==> config.mk <==
export PLATFORM = sky130hd
export DESIGN_NAME = sext_arbiter_flat
export DESIGN_NICKNAME = d
export VERILOG_FILES = /design/src/rtl/sext_arbiter_if.sv /design/src/rtl/sext_arbiter.sv /design/src/flat_wrapper.sv
export SDC_FILE = /design/constraint.sdc
export NUM_CORES = 1
export LEC_CHECK = 0
export ABC_AREA = 1
export CAP_MARGIN = 5
export CORE_MARGIN = 4
export CORE_UTILIZATION = 61
export CTS_CLUSTER_SIZE = 12
export DETAILED_ROUTE_END_ITERATION = 10
export DONT_BUFFER_PORTS = 1
export PLACE_DENSITY = 0.77
export SETUP_SLACK_MARGIN = 0.3
export SLEW_MARGIN = 20
export SYNTH_ARGS = -nofsm -noshare
export SYNTH_HDL_FRONTEND = slang
export SYNTH_SLANG_ARGS = --single-unit
==> constraint.sdc <==
create_clock -name clk -period 1.5 [get_ports clk]
set_clock_uncertainty 0.15 [all_clocks]
set_input_delay 0.15 -clock clk [delete_from_list [all_inputs] [get_ports clk]]
set_output_delay 0.15 -clock clk [all_outputs]
set_load 0.005 [all_outputs]
==> src/rtl/sext_arbiter_if.sv <==
// Handshake bundle between the decode-stage requesters, the response consumer and the shared sign extender.
// Define SEXT_ARB_ZEXT_EN to add the per-request zero-extend qualifiers.
interface sext_arbiter_if #(
    parameter int IMM_W  = 14,
    parameter int DATA_W = 16
);
    logic              req0_valid;
    logic [IMM_W-1:0]  req0_imm;
    logic              req0_ready;
    logic              req1_valid;
    logic [IMM_W-1:0]  req1_imm;
    logic              req1_ready;
`ifdef SEXT_ARB_ZEXT_EN
    logic              req0_zext;
    logic              req1_zext;
`endif
    logic [IMM_W-1:0]  sext_in;
    logic [DATA_W-1:0] sext_out;
    logic              rsp_valid;
    logic [DATA_W-1:0] rsp_data;
    logic              rsp_id;
    logic              rsp_ready;

    // master: requesters, consumer and extender; slave: the arbiter
    modport master (
`ifdef SEXT_ARB_ZEXT_EN
        output req0_zext, req1_zext,
`endif
        output req0_valid, req0_imm, req1_valid, req1_imm, sext_out, rsp_ready,
        input  req0_ready, req1_ready, sext_in, rsp_valid, rsp_data, rsp_id
    );

    modport slave (
`ifdef SEXT_ARB_ZEXT_EN
        input  req0_zext, req1_zext,
`endif
        input  req0_valid, req0_imm, req1_valid, req1_imm, sext_out, rsp_ready,
        output req0_ready, req1_ready, sext_in, rsp_valid, rsp_data, rsp_id
    );
endinterface

==> src/rtl/sext_arbiter.sv <==
// Round-robin arbiter sharing one sign-extension unit between the branch-offset (0) and ALU-immediate (1) paths.
// Optional SEXT_ARB_ZEXT_EN: requests flagged zext load the zero-extended immediate instead of sext_out.
module sext_arbiter #(
    parameter int IMM_W  = 14,
    parameter int DATA_W = 16
) (
    input logic          clk,
    input logic          reset,
    sext_arbiter_if.slave bus
);
    // state | meaning
    // EMPTY | response register holds nothing, any request may be granted
    // FULL  | response register holds a result; a grant needs rsp_ready this cycle
    typedef enum logic {
        EMPTY = 1'b0,
        FULL  = 1'b1
    } state_t;

    localparam int EXT_W = DATA_W - IMM_W;

    state_t            state_q, state_d;
    logic              last_q;
    logic              grant0, grant1, any_grant, can_accept;
    logic [IMM_W-1:0]  grant_imm, hold_q;
    logic [DATA_W-1:0] load_data, rsp_data_q;
    logic              rsp_id_q;

    always_ff @(posedge clk) begin
        if (reset) begin
            state_q    <= EMPTY;
            last_q     <= 1'b1;
            hold_q     <= '0;
            rsp_data_q <= '0;
            rsp_id_q   <= 1'b0;
        end else begin
            state_q <= state_d;
            if (any_grant) begin
                last_q     <= grant1;
                hold_q     <= grant_imm;
                rsp_data_q <= load_data;
                rsp_id_q   <= grant1;
            end
        end
    end

    always_comb begin
        state_d    = state_q;
        grant0     = 1'b0;
        grant1     = 1'b0;
        can_accept = (state_q == EMPTY) || bus.rsp_ready;
        // last_q=1 means requester 1 won last, so requester 0 wins a tie
        if (!reset && can_accept) begin
            if (bus.req0_valid && bus.req1_valid) begin
                grant0 = last_q;
                grant1 = !last_q;
            end else begin
                grant0 = bus.req0_valid;
                grant1 = bus.req1_valid;
            end
        end
        any_grant = grant0 || grant1;
        if (any_grant) begin
            state_d = FULL;
        end else if (state_q == FULL && bus.rsp_ready) begin
            state_d = EMPTY;
        end
        grant_imm = grant1 ? bus.req1_imm : bus.req0_imm;
        load_data = bus.sext_out;
`ifdef SEXT_ARB_ZEXT_EN
        if ((grant0 && bus.req0_zext) || (grant1 && bus.req1_zext)) begin
            load_data = {{EXT_W{1'b0}}, grant_imm};
        end
`endif
    end

    // sext_in parks on the last granted operand so the extender input does not toggle when idle
    assign bus.sext_in    = any_grant ? grant_imm : hold_q;
    assign bus.req0_ready = grant0;
    assign bus.req1_ready = grant1;
    assign bus.rsp_valid  = (state_q == FULL);
    assign bus.rsp_data   = rsp_data_q;
    assign bus.rsp_id     = rsp_id_q;
endmodule

==> src/flat_wrapper.sv <==
// flat-port wrapper written by rule: the top's interface ports become plain ports
module sext_arbiter_flat 
#(
    parameter int IMM_W  = 14,
    parameter int DATA_W = 16
)
  (clk, reset, bus_req0_valid, bus_req0_imm, bus_req1_valid, bus_req1_imm, bus_sext_out, bus_rsp_ready, bus_req0_ready, bus_req1_ready, bus_sext_in, bus_rsp_valid, bus_rsp_data, bus_rsp_id);
  sext_arbiter_if #(.IMM_W(IMM_W), .DATA_W(DATA_W)) bus_i ();
  input logic clk;
  input logic reset;
  input wire logic [$bits(bus_i.req0_valid)-1:0] bus_req0_valid;
  input wire logic [$bits(bus_i.req0_imm)-1:0] bus_req0_imm;
  input wire logic [$bits(bus_i.req1_valid)-1:0] bus_req1_valid;
  input wire logic [$bits(bus_i.req1_imm)-1:0] bus_req1_imm;
  input wire logic [$bits(bus_i.sext_out)-1:0] bus_sext_out;
  input wire logic [$bits(bus_i.rsp_ready)-1:0] bus_rsp_ready;
  output wire logic [$bits(bus_i.req0_ready)-1:0] bus_req0_ready;
  output wire logic [$bits(bus_i.req1_ready)-1:0] bus_req1_ready;
  output wire logic [$bits(bus_i.sext_in)-1:0] bus_sext_in;
  output wire logic [$bits(bus_i.rsp_valid)-1:0] bus_rsp_valid;
  output wire logic [$bits(bus_i.rsp_data)-1:0] bus_rsp_data;
  output wire logic [$bits(bus_i.rsp_id)-1:0] bus_rsp_id;
  assign bus_i.req0_valid = bus_req0_valid;
  assign bus_i.req0_imm = bus_req0_imm;
  assign bus_i.req1_valid = bus_req1_valid;
  assign bus_i.req1_imm = bus_req1_imm;
  assign bus_i.sext_out = bus_sext_out;
  assign bus_i.rsp_ready = bus_rsp_ready;
  assign bus_req0_ready = bus_i.req0_ready;
  assign bus_req1_ready = bus_i.req1_ready;
  assign bus_sext_in = bus_i.sext_in;
  assign bus_rsp_valid = bus_i.rsp_valid;
  assign bus_rsp_data = bus_i.rsp_data;
  assign bus_rsp_id = bus_i.rsp_id;
  sext_arbiter #(.IMM_W(IMM_W), .DATA_W(DATA_W)) u_core (.clk(clk), .reset(reset), .bus(bus_i));
endmodule
==> out/results.ini <==
[cells_and_area]
multi_input_comb_area_um2 = 806
diode_insertion_count_for_antenna_repair = 0
drive_gt1_frac = 0.225
finalNetCount = 288
fillers = 129
fin_cells = 268
area_growth_pct = 31.0
area.sequential_um2 = 664

[floorplan]
dieWidth_um = 57.8
std_cell_rows = 17
initial_core_util = 0.660
die_h_um = 57.8
die_outline_area_um2 = 3350
ioPinCount = 83
core_area_um2 = 2300

[global_route]
grt_start_max_net_pins = 19
groute.usage.overall = 0.249
vias_in_the_first_global_route = 1391
globalRouteOverflowTotal = 0
grt_first_pass_wirelength_mm = 6.44
antenna_found_initial = 0

[power]
irDropWorstVdd_v = 0.00118
power.clock.fraction = 0.316
p_seq_frac = 0.464
totalPowerFinal_mw = 2.18
cell_internal_pwr_mw = 1.57
p_leak_nw = 0.948
netSwitchingFraction = 0.279
comb_power_share = 0.220
power-per-cell-area_nw_per_um2 = 1100
p_switching_uw = 607

[sta]
timing.final.hold_violations = 12
worst_hold_slack_ps = -67.1
unrepaired_setup_endpoints_after_global_routing = true
number_of_slew_limit_violations_in_the_final_report = 0
worst-slew-pin-transition_ps = 617
setup_viol = 19
final.setup.worst_slack_ps = -220
slew_headroom = 0.587
timing.fmax_ghz = 0.581
final_critical_path_time_including_i_o_delays_and_setup_ps = 1720
min_period_over_period = 1.15

[critical_path]
critical_path.max_fanout = 8
setup.worst_path.class = reg2out
worstPathArrival_ps = 1420
cp_data_required_time_ps = 1200
worstSetupEndpointType = output port
critical_path.startpoint_type = flip-flop

[placement]
placed_cells = 230
port-buffer-count = 0
hpwl_mm = 2.38
placer_congestion_estimate = 0.676
placement.setup.worst_slack_ps = 15.6

[logic_synthesis]
number_of_enable_type_register_cells_in_the_synthesized_netlist = 0
postSynthNetCount = 258
yosysWarnings = 0
post_synth_instance_area_um2 = 1520
synth.avg_cell_area_um2 = 7.25
synthFlopType = dfxtp_1
ys_async_sr_fraction = 0
ys_seq_elements = 33
yosys.cell_types.count = 21
netlist_instances = 209
synth-seq-area-share = 0.436

[routing]
post-route-drc-count = 0
drt-vias-per-instance = 5.53
routed-via-count = 1481
route.detailed.wl_per_inst_um = 15.7
ant_nets = 0
drt_pre_antenna_iters = 4
wirelength_mm = 4.22
detail_route.iter0.violations = 98

[clock_network]
cts_h_tree_depth = 2
clock_sink_count = 33
clkTransAtPathRegs_ps = 90
clkLatencyLatePin_ps = 320
clock_tree_from_tritoncts = built
clock_tree.buffer_depth = 2
hold_buffers = 18
cts_buffers = 5
clock_tree.root_cell = clkbuf_4

[outcome]
violations_in_the_final_reports = negative hold slack, negative setup slack
outcome = finished with violations

[min_path]
worst_hold_path_type = in2reg

[flow_run]
max_cap_viol_count = 0

## power by group through the flow
stage          combinational (mW)  sequential, mW  clock (mW)
5_1_grt                     0.534            1.02       0.728
3_5_place_dp                0.315            1.02           0
6_report                    0.478            1.01       0.688
2_1_floorplan               0.281            1.01           0
4_1_cts                     0.391            1.00       0.691
3_3_place_gp                0.300            1.02           0
## metal layers
| layer | vias to the layer above | part of all wire | global-route usage |
|---|---|---|---|
| met5 | - | 0 | 0 |
| met4 | 0 | 0.018 | 0.0629 |
| met3 | 9 | 0.092 | 0.0935 |
| met2 | 72 | 0.53 | 0.452 |
| met1 | 679 | 0.36 | 0.271 |
| li1 | 721 | - | - |
## critical path, cell delays in order (launching register included)
cell,delay (ps)
dfxtp_4,400
nand2_4,80
nand3_4,160
nand2_4,100
or2_0,210
nand2_1,90
inv_1,60
## cells by family after synthesis
logic type	after synthesis	synth area share
AOI/OAI and AO/OA	20	0.0809
and+or+nand+nor	126	0.381
DFF	33	0.436
buffers and inverters	30	0.102
## state kept, by name (all words and copies together), names as in the netlist
register,flops
u_core.bus.rsp_data,16
u_core.hold_q,14
u_core.bus.rsp_id,1
u_core.bus.rsp_valid,1
u_core.last_q,1
## stage by stage
step	area (um^2)	setup TNS, ps	hold slack (ps)	utilization
after floorplan	1530	0	135	-
after global placement	1530	0	64.3	0.664
after detailed placement	1530	0	76.4	0.664
after CTS	1860	-3170	-70.3	0.812
after global routing	1990	-5480	-55.8	0.864
final	1990	-3140	-67.1	0.864
## cells in the final DEF (no fill, tap or decap)
| master | n |
|---|---|
| a21oi_1 | 2 |
| a21oi_4 | 2 |
| buf_12 | 2 |
| buf_4 | 11 |
| buf_6 | 1 |
| bufinv_16 | 1 |
| clkbuf_1 | 1 |
| clkbuf_4 | 5 |
| clkbuf_8 | 1 |
| dfxtp_1 | 32 |
| dfxtp_4 | 1 |
| dlygate4sd3_1 | 18 |
| inv_1 | 14 |
| inv_2 | 3 |
| inv_4 | 1 |
| inv_8 | 1 |
| nand2_1 | 23 |
| nand2_2 | 7 |
| nand2_4 | 3 |
| nand2_8 | 2 |
| nand3_1 | 29 |
| nand3_4 | 2 |
| nor2_1 | 44 |
| nor2_2 | 4 |
| o21ai_0 | 4 |
| o21ai_1 | 9 |
| o21ai_2 | 3 |
| or2_0 | 2 |
| or2_1 | 8 |
| or2_4 | 4 |
## synthesized netlist by cell type, types with 2 or more instances
master	count	area (um^2)
a21oi_4	2	32.5
buf_2	2	10.0
clkbuf_1	2	7.51
o21ai_0	16	80.1
or2_0	2	12.5
nand3_1	29	145
dfxtp_1	33	661
nand2_1	30	113
inv_1	17	63.8
a21oi_1	2	10.0
buf_6	3	33.8
or2_1	8	50.1
nand2_2	2	12.5
buf_4	4	30.0
nor2_1	48	180
or2_2	4	25.0
## timing repair
action,4_1_cts,5_1_grt
gates cloned,2,0
pin swaps,2,3
buffers inserted,3,7
setup endpoints to repair,48,49
resized for setup,7,37
endpoints found under the hold margin,33,11
## area by class of cell
class,instances,share of cell area
Sequential cell,33,0.335
Clock inverter,1,0.0151
Timing Repair Buffer,32,0.158
Inverter,19,0.0410
Tap cell,28,0.0176
Clock buffer,7,0.0277
Multi-Input combinational cell,148,0.406
## final timing paths
path	startpoint	endpoint	slack, ps	depth (start not counted)
max	u_core.bus.rsp_valid$_SDFFE_PP0P_	bus_sext_in[10]	-220	6
min	bus_req0_imm[8]	u_core.hold_q[8]$_SDFF_PP0_	-70	4
max reg2reg	u_core.bus.rsp_valid$_SDFFE_PP0P_	u_core.bus.rsp_data[1]$_SDFFE_PP0P_	-50	7
min reg2reg	u_core.bus.rsp_id$_SDFFE_PP0P_	u_core.bus.rsp_id$_SDFFE_PP0P_	350	2
No activity file was read; power rests on OpenSTA's default activity.
==> RTL change: new RTL, same flow settings <==
`IMM_W` is set to 14 in 3 places; all go to 28.
--- a/src/rtl/sext_arbiter_if.sv
+++ b/src/rtl/sext_arbiter_if.sv
@@ -1,7 +1,7 @@
 // Handshake bundle between the decode-stage requesters, the response consumer and the shared sign extender.
 // Define SEXT_ARB_ZEXT_EN to add the per-request zero-extend qualifiers.
 interface sext_arbiter_if #(
-    parameter int IMM_W  = 14,
+    parameter int IMM_W  = 28,
     parameter int DATA_W = 16
 );
     logic              req0_valid;
--- a/src/rtl/sext_arbiter.sv
+++ b/src/rtl/sext_arbiter.sv
@@ -1,7 +1,7 @@
 // Round-robin arbiter sharing one sign-extension unit between the branch-offset (0) and ALU-immediate (1) paths.
 // Optional SEXT_ARB_ZEXT_EN: requests flagged zext load the zero-extended immediate instead of sext_out.
 module sext_arbiter #(
-    parameter int IMM_W  = 14,
+    parameter int IMM_W  = 28,
     parameter int DATA_W = 16
 ) (
     input logic          clk,
--- a/src/flat_wrapper.sv
+++ b/src/flat_wrapper.sv
@@ -1,7 +1,7 @@
 // flat-port wrapper written by rule: the top's interface ports become plain ports
 module sext_arbiter_flat 
 #(
-    parameter int IMM_W  = 14,
+    parameter int IMM_W  = 28,
     parameter int DATA_W = 16
 )
   (clk, reset, bus_req0_valid, bus_req0_imm, bus_req1_valid, bus_req1_imm, bus_sext_out, bus_rsp_ready, bus_req0_ready, bus_req1_ready, bus_sext_in, bus_rsp_valid, bus_rsp_data, bus_rsp_id);
Ports: changed (resized bus_req0_imm, bus_req1_imm and bus_sext_in); port bits go from 83 to 125. No check against the original RTL was run, so the function may have changed too.
==> RTL change against the original RTL <==
  * The flow now stops in global routing
  * Synthesized area is 45% higher
==> RTL change: results (changes against the original RTL) <==
RD Place Congestion 0.722 (was 0.676); outcome stopped before the end (was finished, violations left); Halt Stage global routing; number of CTS-inserted buffers 5 (unchanged); FFs w/ async S/R, synth 0 (unchanged); root buf cell clkbuf_4 (unchanged); synth cell count leaders nor2_1 (62), nand2_1 (60), nand3_1 (58) (was nor2_1 (48), dfxtp_1 (33), nand2_1 (30)); Synth Flop Type dfxtp_1 (unchanged); worst endpoint type top-level output; Yosys warning count 0 (unchanged); H-tree levels 2 (unchanged); Log Error [ERROR DPL-0038] Utilization greater than 100%, impossible to legalize; post-DP HPWL 3750 um (was 2380 um); synth top area cells dfxtp_1 (43%), nand3_1 (13%), nor2_1 (11%) (was dfxtp_1 (44%), nor2_1 (12%), nand3_1 (9.6%)); register area share after synthesis 0.427 (was 0.436); post-GRT worst EP bus_sext_in[22]; # port buffers 0 (unchanged); Synth Register Bits 47 (was 33); post-synthesis cell type count 17 (was 21); Max Buffers Root-to-Sink 2 (unchanged); Synthesized Nets 408 (was 258); pin count of the biggest net entering global routing 31
-- RTL change: cell count changes after synthesis, sizes merged --
cell / delta
buf: +3
clkbuf: +7
dfxtp: +14
inv: +14
nand2: +28
nand3: +28
nor2: +14
or2: +14
-- RTL change: logic make-up after synthesis --
group / count (synthesis) / share of synthesized area
simple gates: 210 / 0.426
flops: 47 / 0.427
compound gates: 20 / 0.0454
buf+inv: 54 / 0.102
-- RTL change: metrics by stage --
stage / setup slack, ns / instance area, um2 / setup TNS, ns / std cells
after CTS: -0.341 / 3230 / -10.33 / 435
after detailed placement: 0.0564 / 2320 / 0 / 369
after floorplan: 0.174 / 2300 / 0 / 331
after global placement: 0.0804 / 2320 / 0 / 369
-- RTL change: what timing repair did --
action	4_1_cts
pin swaps	30
hold buffers	21
endpoints found under the setup margin	76
cloned	6
buffers inserted	31
endpoints found under the hold margin	46
gates resized for setup	108
